==> config.mk <==
export PLATFORM = sky130hd
export DESIGN_NAME = corrimiento_iterativo
export DESIGN_NICKNAME = d
export VERILOG_FILES = /design/src/rtl/corrimiento_iterativo.sv
export SDC_FILE = /design/constraint.sdc
export NUM_CORES = 1
export LEC_CHECK = 0
export ABC_AREA = 1
export CAP_MARGIN = 20
export CELL_PAD_IN_SITES_DETAIL_PLACEMENT = 0
export CELL_PAD_IN_SITES_GLOBAL_PLACEMENT = 1
export CORE_ASPECT_RATIO = 1.25
export CORE_MARGIN = 3
export CORE_UTILIZATION = 30
export CTS_BUF_LIST = sky130_fd_sc_hd__clkbuf_8
export DETAILED_ROUTE_END_ITERATION = 10
export PLACE_DENSITY = 0.73
export SLEW_MARGIN = 20
export SYNTH_ARGS = -nofsm -noshare
export SYNTH_HDL_FRONTEND = slang
export SYNTH_SLANG_ARGS = --single-unit
==> constraint.sdc <==
create_clock -name clk -period 2.3 [get_ports clk]
set_input_delay 0.345 -clock clk [delete_from_list [all_inputs] [get_ports clk]]
set_output_delay 0.345 -clock clk [all_outputs]
set_load 0.02 [all_outputs]
==> src/rtl/corrimiento_iterativo.sv <==
// Multi-cycle ARM-style shifter/rotator: LSL/LSR/ASR/ROR/RRX/PASS with carry-out,
// shifting at most STEP bits per clock behind a valid/ready handshake.
module corrimiento_iterativo #(
  parameter int N    = 32,
  parameter int SW   = 8,
  parameter int STEP = 4
) (
  input  logic          clk,
  input  logic          rst,
  input  logic          in_valid,
  output logic          in_ready,
  input  logic [N-1:0]  a,
  input  logic [SW-1:0] b,
  input  logic [2:0]    mode,
  input  logic          carry_in,
  output logic          out_valid,
  input  logic          out_ready,
  output logic [N-1:0]  z,
  output logic          carry_out
);

  localparam int RW = $clog2(N + 2);
  localparam int EW = (SW > RW) ? SW : RW;

  typedef enum logic [1:0] {IDLE, SHIFT, DONE} state_t;
  typedef enum logic [2:0] {OP_LSL, OP_LSR, OP_ASR, OP_ROR, OP_RRX, OP_PASS} op_t;

  state_t        state, state_nx;
  op_t           op_q, op_in;
  logic          fill_q, fill_in;
  logic [RW-1:0] rem_q, eff, k;
  logic [EW-1:0] b_ext, b_mod;
  logic [N-1:0]  z_nx;
  logic          c_nx;

  // Request decode: operation, effective amount and the bit shifted in from the MSB
  always_comb begin
    op_in   = OP_PASS;
    eff     = '0;
    fill_in = 1'b0;
    b_ext   = EW'(b);
    b_mod   = b_ext & EW'(N - 1);
    unique case (mode)
      3'b000:  op_in = OP_LSL;
      3'b001:  op_in = OP_LSR;
      3'b010:  op_in = OP_ASR;
      3'b011:  op_in = OP_ROR;
      3'b100:  op_in = OP_RRX;
      default: op_in = OP_PASS;
    endcase
    case (op_in)
      OP_LSL, OP_LSR, OP_ASR:
        eff = (b_ext > EW'(N + 1)) ? RW'(N + 1) : RW'(b_ext);
      OP_ROR:
        eff = (b_mod == '0 && b_ext != '0) ? RW'(N) : RW'(b_mod);
      OP_RRX:
        eff = RW'(1);
      default:
        eff = '0;
    endcase
    if (op_in == OP_ASR) fill_in = a[N-1];
    else if (op_in == OP_RRX) fill_in = carry_in;
  end

  // One clock of shifting: k single-bit steps, carry tracks the last bit out
  always_comb begin
    k    = (rem_q > RW'(STEP)) ? RW'(STEP) : rem_q;
    z_nx = z;
    c_nx = carry_out;
    for (int unsigned i = 0; i < STEP; i++) begin
      if (RW'(i) < k) begin
        case (op_q)
          OP_LSL: begin
            c_nx = z_nx[N-1];
            z_nx = {z_nx[N-2:0], 1'b0};
          end
          OP_ROR: begin
            c_nx = z_nx[0];
            z_nx = {z_nx[0], z_nx[N-1:1]};
          end
          default: begin
            c_nx = z_nx[0];
            z_nx = {fill_q, z_nx[N-1:1]};
          end
        endcase
      end
    end
  end

  always_ff @(posedge clk) begin
    if (rst) state <= IDLE;
    else     state <= state_nx;
  end

  always_comb begin
    state_nx  = state;
    in_ready  = 1'b0;
    out_valid = 1'b0;
    case (state)
      IDLE: begin
        in_ready = !rst;
        if (in_valid) state_nx = (eff != '0) ? SHIFT : DONE;
      end
      SHIFT: begin
        if (rem_q == k) state_nx = DONE;
      end
      DONE: begin
        out_valid = 1'b1;
        if (out_ready) state_nx = IDLE;
      end
      default: state_nx = IDLE;
    endcase
  end

  always_ff @(posedge clk) begin
    if (rst) begin
      z         <= '0;
      carry_out <= 1'b0;
      rem_q     <= '0;
      op_q      <= OP_PASS;
      fill_q    <= 1'b0;
    end else begin
      case (state)
        IDLE: begin
          if (in_valid) begin
            z         <= a;
            carry_out <= carry_in;
            rem_q     <= eff;
            op_q      <= op_in;
            fill_q    <= fill_in;
          end
        end
        SHIFT: begin
          z         <= z_nx;
          carry_out <= c_nx;
          rem_q     <= rem_q - k;
        end
        default: ;
      endcase
    end
  end

endmodule
==> implementation parameters, run 1 <==
Parameter                              Value

Die
  DIE AREA    19000 um^2
  I/O Pins    a little over 80
  Horizontal die dimension    124 um
  Num rows    53
  DIE HEIGHT    153 um
  Placeable core region    16900 um^2
  Starting utilization of the core area    0.308

Synth
  Leading cell type by number of instances after synthesis    nand2_1
  Post-synthesis sequential area ratio    0.173
  Ranking of synthesized cells by instance count    nand2_1 (335), nand3_1 (186), nor2_1 (112)
  Synthesized net count    1041
  Average size of a mapped cell    5.25 um^2
  FFs w/ async S/R, synth    0
  Number of enable-type register cells in the synthesized netlist    0
  Cell type contributing the most total cell area after synthesis    nand2_1
  Synth Flop Type    dfxtp_1
  Count of mapped cells out of synthesis    992
  Flops & latches, synth    45
  Count of warnings emitted by yosys    0
  Area share of the largest cell type after synthesis    0.241
  Post-Synthesis Cell Area    5210 um^2
  Library cells used by synthesis    38
  Leading post-synthesis cells by cell area    nand2_1 (24%), nand3_1 (18%), dfxtp_1 (17%), nor2_1 (8.1%), nand4_1 (4.7%)

Clocking
  Clock Sink Count    45
  Buffers inserted during post-CTS setup optimization    0
  Insertion delay of the later-clocked pin in the worst-skew pair    between 0.3 and 0.4 ns
  Clock tree from TritonCTS    yes
  Clock-pin slew reported for the worst setup and hold paths after clock tree synthesis    0.10 ns
  Num CTS Buffers    5
  Number of buffers on the longest clock path    2
  Number of levels in the clock H-tree    2
  Clk Tree Root Cell    clkbuf_8

Timing
  Setup repair after global routing missed its margin    no
  Clock period minus worst slack    slightly above 2 ns
  Number of endpoints with negative hold slack in the final report    0
  Worst-case clock skew    ~0.0087 ns
  Number of failing setup endpoints in the final timing report    0
  Post-route setup slack    0.245 ns
  Slew at the pin with the worst max-slew slack    between 0.5 and 0.6 ns
  Final max-slew violation count    0
  Post-Route Setup TNS    0 ns
  Maximum achievable frequency    just under 500 MHz
  Fin crit share    0.894
  Slew HR    0.637

Finish
  Final design utilization    0.384
  Final layout net count    1107
  Post-route cell area    6500 um^2
  Growth of design area from synthesis to finish    24.7%
  Fraction of layout cells with a size suffix above 1    0.0803
  Diodes inserted    0

Detailed routing
  Final antenna-violating net count    0
  Vias per Instance    5.20
  Number of optimization iterations in the first detailed-route pass    5
  Routed WL per cell    14.7 um
  Residual DRC count    0
  WL final    18800 um
  Vias after detailed routing    between 6000 and 7000
  Violation count after the first detailed-routing iteration    362

Global route
  First-pass GRT wire length    31200 um
  GR Overflow Total    0
  Gr usage total    0.200
  Maximum number of pins on one net before global-route repair    37
  Number of global-route vias before repair    ~6300
  Initial antenna violation count    0

Job
  Max Cap Violations    0

Setup path
  Critical path startpoint category    flip-flop
  Critical path fanouts, max    21
  Critical path's most frequent cell    nand3_1
  Slowest cell delay on critical path    between 0.3 and 0.4 ns
  Critical path required time    roughly 2.6 ns
  Crit-path cells    nor2_4 -> nand4_4 -> nand2_1 -> inv_4 -> buf_12 -> nand3_1 -> nand3_1 -> nand2_1 -> nand4_1 -> nand3_1 -> o21ai_1 -> a21oi_1
  Sort of element at the end of the critical path    flip-flop
  Worst path arrival time    ~2.3 ns
  Register-to-register path setup slack    between 0.2 and 0.25 ns
  Crit path buf inv count    2
  Library cell contributing the largest single delay on the critical path    dfxtp_1
  Type of the worst setup path    reg -> reg
  Cell family with the largest share of critical-path delay    simple AND/OR/NAND/NOR gates

Placed design
  I/O Buffers    slightly above 80
  Placer's final routability congestion estimate    0.890
  Post-placement setup slack    roughly 0.11 ns
  Post-DP HPWL    14100 um
  Post-Place Cell Area    6370 um^2

Hold path
  Hold Crit Class    reg -> reg

Power
  PwrDens    between 700 and 800 nW/um^2
  Maximum vdd ir drop    352 uV
  Leakage power figure    2.84 nW

Run status
  Outcome    complete, no violations
==> where the power goes <==
part,internal [mW],switching (mW)
logic,1.24,2.14
registers,0.885,0.162
clock network,0.214,0.344
total,2.34,2.65
==> logic make-up (layout without fill, tap and decap cells) <==
logic type,count (synthesis),in the layout,synth area share
AOI/OAI and AO/OA,116,116,0.122
adders and majority gates,1,1,0.00240
buffers and inverters,124,191,0.104
DFF,45,45,0.173
other,1,1,0.000720
and+or+nand+nor,705,705,0.598
==> area by class of cell <==
type,count,area [um^2]
Fill cell,1961,10400
Multi-Input combinational cell,823,3790
Timing Repair Buffer,119,1190
Sequential cell,45,902
Tap cell,220,275
Inverter,64,243
Clock buffer,5,68.8
Clock inverter,3,22.5
==> registers in the layout (all words and copies together), names as in the netlist <==
signal and count:
state 2, rem_q 6, carry_out 1, op_q 3
z 32, fill_q 1
==> worst paths after layout <==
kind / from / endpoint / cells after the start
worst max-delay path: rem_q[5] / z[15] / 12
worst min-delay path: carry_out / carry_out / 2
worst max register to register: rem_q[5] / z[15] / 12
worst min register to register: carry_out / carry_out / 2
==> layout by cell type (no fill, tap or decap), types with 2 or more instances in the layout <==
master,Yosys,routed
nand2_1,335,335
nand3_1,186,186
nor2_1,112,111
clkdlybuf4s50_1,0,82
inv_1,54,54
a21oi_1,47,47
dfxtp_1,45,44
o21ai_0,39,39
nand4_1,39,39
buf_4,5,28
or2_2,9,9
inv_2,10,9
o21ai_1,8,8
o21bai_1,7,7
buf_12,0,7
nand2_2,8,6
o211ai_1,5,5
clkbuf_8,0,5
nor3_1,4,4
nor2_4,3,4
a31oi_1,4,4
nand2_4,1,3
clkinvlp_4,0,3
nand4_4,1,2
nor2_2,2,2
buf_6,5,2
==> layer usage <==
metal / wire [um] / GRT usage / vias to the layer above / part of all wire
li1: - / - / 3418 / -
met1: 8350 / 0.258 / 3050 / 0.44
met2: 9410 / 0.347 / 155 / 0.50
met3: 729 / 0.0266 / 27 / 0.039
met4: 332 / 0.0501 / 0 / 0.018
met5: 0 / 0 / - / 0
==> metrics by stage <==
step | hold WS [ns] | std cells | power (mW)
2_1_floorplan | 0.467 | 992 | 3.38
3_3_place_gp | 0.464 | 1271 | 4.43
3_5_place_dp | 0.465 | 1271 | 4.42
4_1_cts | 0.480 | 1279 | 4.99
5_1_grt | 0.511 | 1279 | 5.51
6_report | 0.476 | 1279 | 4.99
==> tightest hold or removal path, delay by kind of cell (launching register included) <==
family	cells	cell delay, ns
and+or+nand+nor	1	0.06
AOI/OAI and AO/OA	1	0.06
DFF	1	0.32
==> what timing repair did <==
item	CTS	global route
gates resized for setup	0	8
hold endpoints to repair	0	0
setup endpoints to repair	0	15
hold buffers	0	0
Power figures use the tool's default switching activity.
==> run 2: changes to the inputs <==
--- a/config.mk
+++ b/config.mk
@@ -12,8 +12,8 @@
 export CORE_ASPECT_RATIO = 1.25
 export CORE_MARGIN = 3
 export CORE_UTILIZATION = 30
-export CTS_BUF_LIST = sky130_fd_sc_hd__clkbuf_8
 export DETAILED_ROUTE_END_ITERATION = 10
+export HOLD_SLACK_MARGIN = 0.03
 export PLACE_DENSITY = 0.73
 export SLEW_MARGIN = 20
 export SYNTH_ARGS = -nofsm -noshare
==> run 2 against run 1 <==
Global-route usage hardly changed. Core utilization is 0.33 points higher. Combinational power hardly changed. Critical path type unchanged.
==> implementation parameters, run 2 (synthesis gave the netlist of run 1 again) <==
Parameter                              Value

Global route
  GR Overflow Total    0
  Maximum number of pins on one net before global-route repair    37
  First-pass GRT wire length    approximately 31000 um
  Number of global-route vias before repair    ~6300
  Gr usage total    0.200
  Initial antenna violation count    0

Finish
  Largest regs    z (32), rem_q (6), op_q (3)
  Final layout net count    roughly 1100
  Filler cell count    1952
  Multi-input logic area    3790 um^2
  Most common cell after layout, fill and taps aside    nand2_1
  Non-filler instance count after layout    1279
  Post-route cell area    about 6600 um^2
  Diodes inserted    0
  Largest reg by FF count    z
  Growth of design area from synthesis to finish    25.8%
  Commonest cells after routing, fill and taps aside    nand2_1 (335), nand3_1 (186), nor2_1 (111)
  Sequential cell area    902 um^2
  Number of flip-flops under the largest register name    32
  Fraction of layout cells with a size suffix above 1    0.0803

Placed design
  Placed cell count    1271
  Placer's final routability congestion estimate    0.890
  Post-DP HPWL    14100 um
  I/O Buffers    82
  Post-Place Cell Area    6370 um^2

Detailed routing
  Number of optimization iterations in the first detailed-route pass    5
  Violation count after the first detailed-routing iteration    392
  Routed WL per cell    about 15 um
  Vias after detailed routing    6646
  Residual DRC count    0
  Vias per Instance    between 5 and 6
  Final antenna-violating net count    0
  WL final    18800 um

Power
  Net Switching    between 2 and 3 mW
  Fraction of power spent switching nets    0.513
  Combinational share of power    0.652
  Clock network fraction of total power    0.147
  Maximum vdd ir drop    434 uV
  Power share of the sequential group    0.202
  Power, Total    5.19 mW
  PwrDens    792 nW/um^2
  Leakage power figure    2.87 nW
  Cell-internal power    2.53 mW

Clocking
  Number of levels in the clock H-tree    2
  Insertion delay of the later-clocked pin in the worst-skew pair    about 0.30 ns
  Clk Tree Root Cell    clkbuf_16
  Num CTS Buffers    5
  Number of buffers on the longest clock path    2
  Clock Sink Count    45
  Clock tree from TritonCTS    yes
  Buffers inserted during post-CTS setup optimization    0
  Clock-pin slew reported for the worst setup and hold paths after clock tree synthesis    0.07 ns

Die
  I/O Pins    83
  Num rows    53
  DIE AREA    19000 um^2
  Starting utilization of the core area    0.308
  Horizontal die dimension    124 um
  Placeable core region    16900 um^2
  DIE HEIGHT    153 um

Setup path
  Library cell contributing the largest single delay on the critical path    dfxtp_1
  Critical path fanouts, max    21
  Crit-path cells    inv_2 -> nand4_4 -> nand2_1 -> inv_4 -> buf_12 -> nand3_1 -> nand3_1 -> nand2_1 -> nand3_1 -> nor2_1 -> nor2_1 -> nand2_1 -> nand2_1 -> a21oi_1
  Crit path buf inv count    3
  Sort of element at the end of the critical path    flip-flop
  Critical path's most frequent cell    nand2_1
  Critical path required time    2.47 ns
  Worst path arrival time    roughly 2.2 ns
  Type of the worst setup path    reg -> reg
  Slowest cell delay on critical path    0.40 ns
  Cell family with the largest share of critical-path delay    simple AND/OR/NAND/NOR gates
  Critical path startpoint category    flip-flop
  Worst flop-to-flop path startpoint    rem_q[3]
  CP startpoint    rem_q[3]

Timing
  Maximum achievable frequency    a little under 500 MHz
  Post-Route Setup TNS    0 ns
  Slew HR    0.638
  Worst-case clock skew    0.00694 ns
  Slew at the pin with the worst max-slew slack    0.542 ns
  Final max-slew violation count    0
  Number of endpoints with negative hold slack in the final report    0
  Worst hold slack    0.468 ns
  Setup repair after global routing missed its margin    no
  Clock period minus worst slack    2.04 ns
  Number of failing setup endpoints in the final timing report    0
  Fin crit share    0.885

Run status
  Outcome    complete, no violations

Hold path
  Hold path startpoint    carry_out
  Hold Crit Class    reg -> reg

Job
  Max Cap Violations    0
==> run 2: final timing paths <==
check,to,slack (ns),cells after the start
max reg2reg,z[13],0.26,14
max,z[13],0.26,14
min reg2reg,carry_out,0.47,2
min,carry_out,0.47,2
==> run 2: cell type report <==
class	instances	area share
sequential	45	0.138
multi-input combinational	823	0.579
clock inverter	3	0.00344
inverter	64	0.0370
clock buffer	5	0.0191
tap	220	0.0420
timing repair buffer	119	0.182
==> run 2: what timing repair did <==
item / CTS / global route
gates resized for setup: 0 / 8
hold buffers: 0 / 0
setup endpoints to repair: 0 / 13
==> run 2: routing by layer <==
layer / wire, um / vias to the layer above / GRT usage
met1: 8300 / 3022 / 0.257
met3: 828 / 31 / 0.0266
met2: 9350 / 173 / 0.348
li1: - / 3420 / -
met4: 343 / 0 / 0.0485
met5: 0 / - / 0
==> run 2: worst register-to-register path: stages, from the launching register on <==
cell     delay (ns)
dfxtp_1        0.40
inv_2          0.12
nand4_4        0.16
nand2_1        0.11
inv_4          0.13
buf_12         0.17
nand3_1        0.09
nand3_1        0.14
nand2_1        0.09
nand3_1        0.11
nor2_1         0.05
nor2_1         0.16
nand2_1        0.08
nand2_1        0.05
a21oi_1        0.05
==> run 2: power groups by stage <==
stage	clock, mW	sequential, mW	combinational [mW]
after floorplan	0	1.11	2.27
after global placement	0	1.07	3.36
after detailed placement	0	1.07	3.36
after CTS	0.793	1.05	3.37
after global routing	0.821	1.06	3.84
final	0.762	1.05	3.38
==> run 2: per-stage QoR <==
step                 util  setup slack, ns
floorplan               -            0.279
global placement    0.377            0.141
detailed placement  0.377            0.111
CTS                 0.385           0.0973
global route        0.388           0.0357
finish              0.388            0.265
==> run 3: changes to the inputs <==
--- a/config.mk
+++ b/config.mk
@@ -14,6 +14,7 @@
 export CORE_UTILIZATION = 30
 export DETAILED_ROUTE_END_ITERATION = 10
 export HOLD_SLACK_MARGIN = 0.03
+export MAX_ROUTING_LAYER = met4
 export PLACE_DENSITY = 0.73
 export SLEW_MARGIN = 20
 export SYNTH_ARGS = -nofsm -noshare
==> constraint.sdc (replaced) <==
create_clock -name clk -period 2.4 [get_ports clk]
set_input_delay 0.36 -clock clk [delete_from_list [all_inputs] [get_ports clk]]
set_output_delay 0.36 -clock clk [all_outputs]
set_load 0.02 [all_outputs]
==> run 3 against run 2 <==
Routed wire length is 2.7% higher. Critical path depth stayed put. Non-clock buffer count is 2 lower. Via count is 1.2% higher. Worst setup slack worse by 0.063 ns. Highest routed layer unchanged. First-iteration DRC count is 32% higher. Maximum frequency is 7.4% lower. Final area is 0.67% lower. Die area stayed put. Largest power group unchanged. Combinational power is 5% lower.
==> implementation parameters, run 3 (synthesis gave the netlist of run 1 again) <==
Parameter                              Value

Clocking
  Clock Sink Count    45
  Number of buffers on the longest clock path    2
  Buffers inserted during post-CTS setup optimization    0
  Num CTS Buffers    5
  Clock tree from TritonCTS    yes
  Count of cells resized by post-cts repair    0
  Insertion delay of the later-clocked pin in the worst-skew pair    0.30 ns
  Number of levels in the clock H-tree    2
  CTS Hold Bufs    0
  Clk Tree Root Cell    clkbuf_16
  Clock-pin slew reported for the worst setup and hold paths after clock tree synthesis    0.07 ns

Setup path
  Crit-path cells    inv_1 -> nand4_2 -> nand2_1 -> inv_2 -> buf_12 -> nand3_1 -> nand3_1 -> nand2_1 -> nand3_1 -> nand2_1 -> inv_1 -> nand3_1 -> o21ai_1 -> a21oi_1
  Type of the worst setup path    reg -> reg
  Critical path required time    2.58 ns
  Slowest cell delay on critical path    0.41 ns
  Library cell contributing the largest single delay on the critical path    dfxtp_1
  Cell family with the largest share of critical-path delay    simple AND/OR/NAND/NOR gates
  Critical path's most frequent cell    nand3_1
  Critical path fanouts, max    21
  Worst path arrival time    2.37 ns
  Critical path startpoint category    flip-flop
  Sort of element at the end of the critical path    flip-flop
  Crit path buf inv count    4

Job
  Max Cap Violations    0

Finish
  Largest reg by FF count    z
  Most common cell after layout, fill and taps aside    nand2_1
  Commonest cells after routing, fill and taps aside    nand2_1 (335), nand3_1 (186), nor2_1 (111)
  Largest regs    z (32), rem_q (6), op_q (3)
  Growth of design area from synthesis to finish    25.0%
  Fraction of layout cells with a size suffix above 1    0.0776
  Final layout net count    1105
  Number of flip-flops under the largest register name    32
  Diodes inserted    0

Global route
  Gr usage total    0.208
  Number of global-route vias before repair    6310
  Initial antenna violation count    0
  GR Overflow Total    0
  First-pass GRT wire length    31300 um
  Maximum number of pins on one net before global-route repair    37

Timing
  Maximum achievable frequency    455 MHz
  Number of failing setup endpoints in the final timing report    0
  Worst-case clock skew    0.00998 ns
  Fin crit share    0.916
  Number of endpoints with negative hold slack in the final report    0
  Slew at the pin with the worst max-slew slack    0.969 ns
  Post-Route Setup TNS    0 ns
  Setup repair after global routing missed its margin    no
  Slew HR    0.353
  Worst hold slack    ~0.47 ns
  Final max-slew violation count    0
  Clock period minus worst slack    2.20 ns

Power
  Maximum vdd ir drop    approximately 300 uV
  Leakage power figure    2.85 nW
  PwrDens    794 nW/um^2
  Power, Total    5.17 mW

Detailed routing
  Vias after detailed routing    between 6000 and 7000
  Routed WL per cell    15.1 um
  Amount of wire on met3 after detailed routing    823 um
  Violation count after the first detailed-routing iteration    518
  Final antenna-violating net count    0
  Residual DRC count    0
  Total met2 wirelength after detailed routing    roughly 9600 um
  WL final    about 19000 um
  Highest layer used for signal routing    met4
  Vias per Instance    5.27
  Number of optimization iterations in the first detailed-route pass    5
  Wire length on met1    ~8500 um

Die
  I/O Pins    83
  DIE HEIGHT    153 um
  DIE AREA    19000 um^2
  Starting utilization of the core area    0.308
  Horizontal die dimension    124 um
  Placeable core region    around 17000 um^2
  Num rows    53

Hold path
  Hold Crit Class    reg -> reg

Placed design
  I/O Buffers    82
  Post-DP HPWL    14200 um
  Placer's final routability congestion estimate    approximately 0.87

Run status
  Outcome    complete, no violations
-- run 3: worst reg2reg max path, stage by stage, from the launching register on --
cell and delay [ns]:
dfxtp_1 0.41, inv_1 0.11, nand4_2 0.20, nand2_1 0.09
inv_2 0.19, buf_12 0.20, nand3_1 0.11, nand3_1 0.15
nand2_1 0.09, nand3_1 0.09, nand2_1 0.06, inv_1 0.05
nand3_1 0.11, o21ai_1 0.13, a21oi_1 0.08
-- run 3: through the flow --
| stage | setup WS, ns | utilization | area, um^2 | std cells |
|---|---|---|---|---|
| 4_1_cts | 0.137 | 0.384 | 6500 | 1277 |
| 6_report | 0.202 | 0.385 | 6510 | 1277 |
| 3_5_place_dp | 0.146 | 0.373 | 6310 | 1269 |
| 5_1_grt | 0.0291 | 0.385 | 6510 | 1277 |
| 2_1_floorplan | 0.379 | - | 5210 | 992 |
| 3_3_place_gp | 0.195 | 0.373 | 6310 | 1269 |
-- run 3: worst paths after layout --
check,from,end,slack [ns],depth (start not counted)
max reg2reg,rem_q[1],z[15],0.20,14
max,rem_q[1],z[15],0.20,14
min reg2reg,carry_out,carry_out,0.47,2
min,carry_out,carry_out,0.47,2
-- run 3: layout make-up --
cell class | count | area [um^2]
Timing Repair Buffer | 117 | 1130
Multi-Input combinational cell | 823 | 3770
Sequential cell | 45 | 901
Clock buffer | 5 | 125
Clock inverter | 3 | 68.8
Fill cell | 1946 | 10400
Inverter | 64 | 243
Tap cell | 220 | 275
-- run 3: routing by layer --
| metal | up-vias | global-route usage |
|---|---|---|
| li1 | 3421 | - |
| met1 | 3081 | 0.256 |
| met2 | 198 | 0.353 |
| met3 | 26 | 0.0252 |
| met4 | 0 | 0.0575 |
| met5 | - | - |
-- run 3: power breakdown --
part / total (mW) / switching [mW] / internal, mW
logic: 3.21 / 2.06 / 1.15
registers: 1.01 / 0.160 / 0.848
clock network: 0.949 / 0.347 / 0.602
total: 5.17 / 2.57 / 2.60
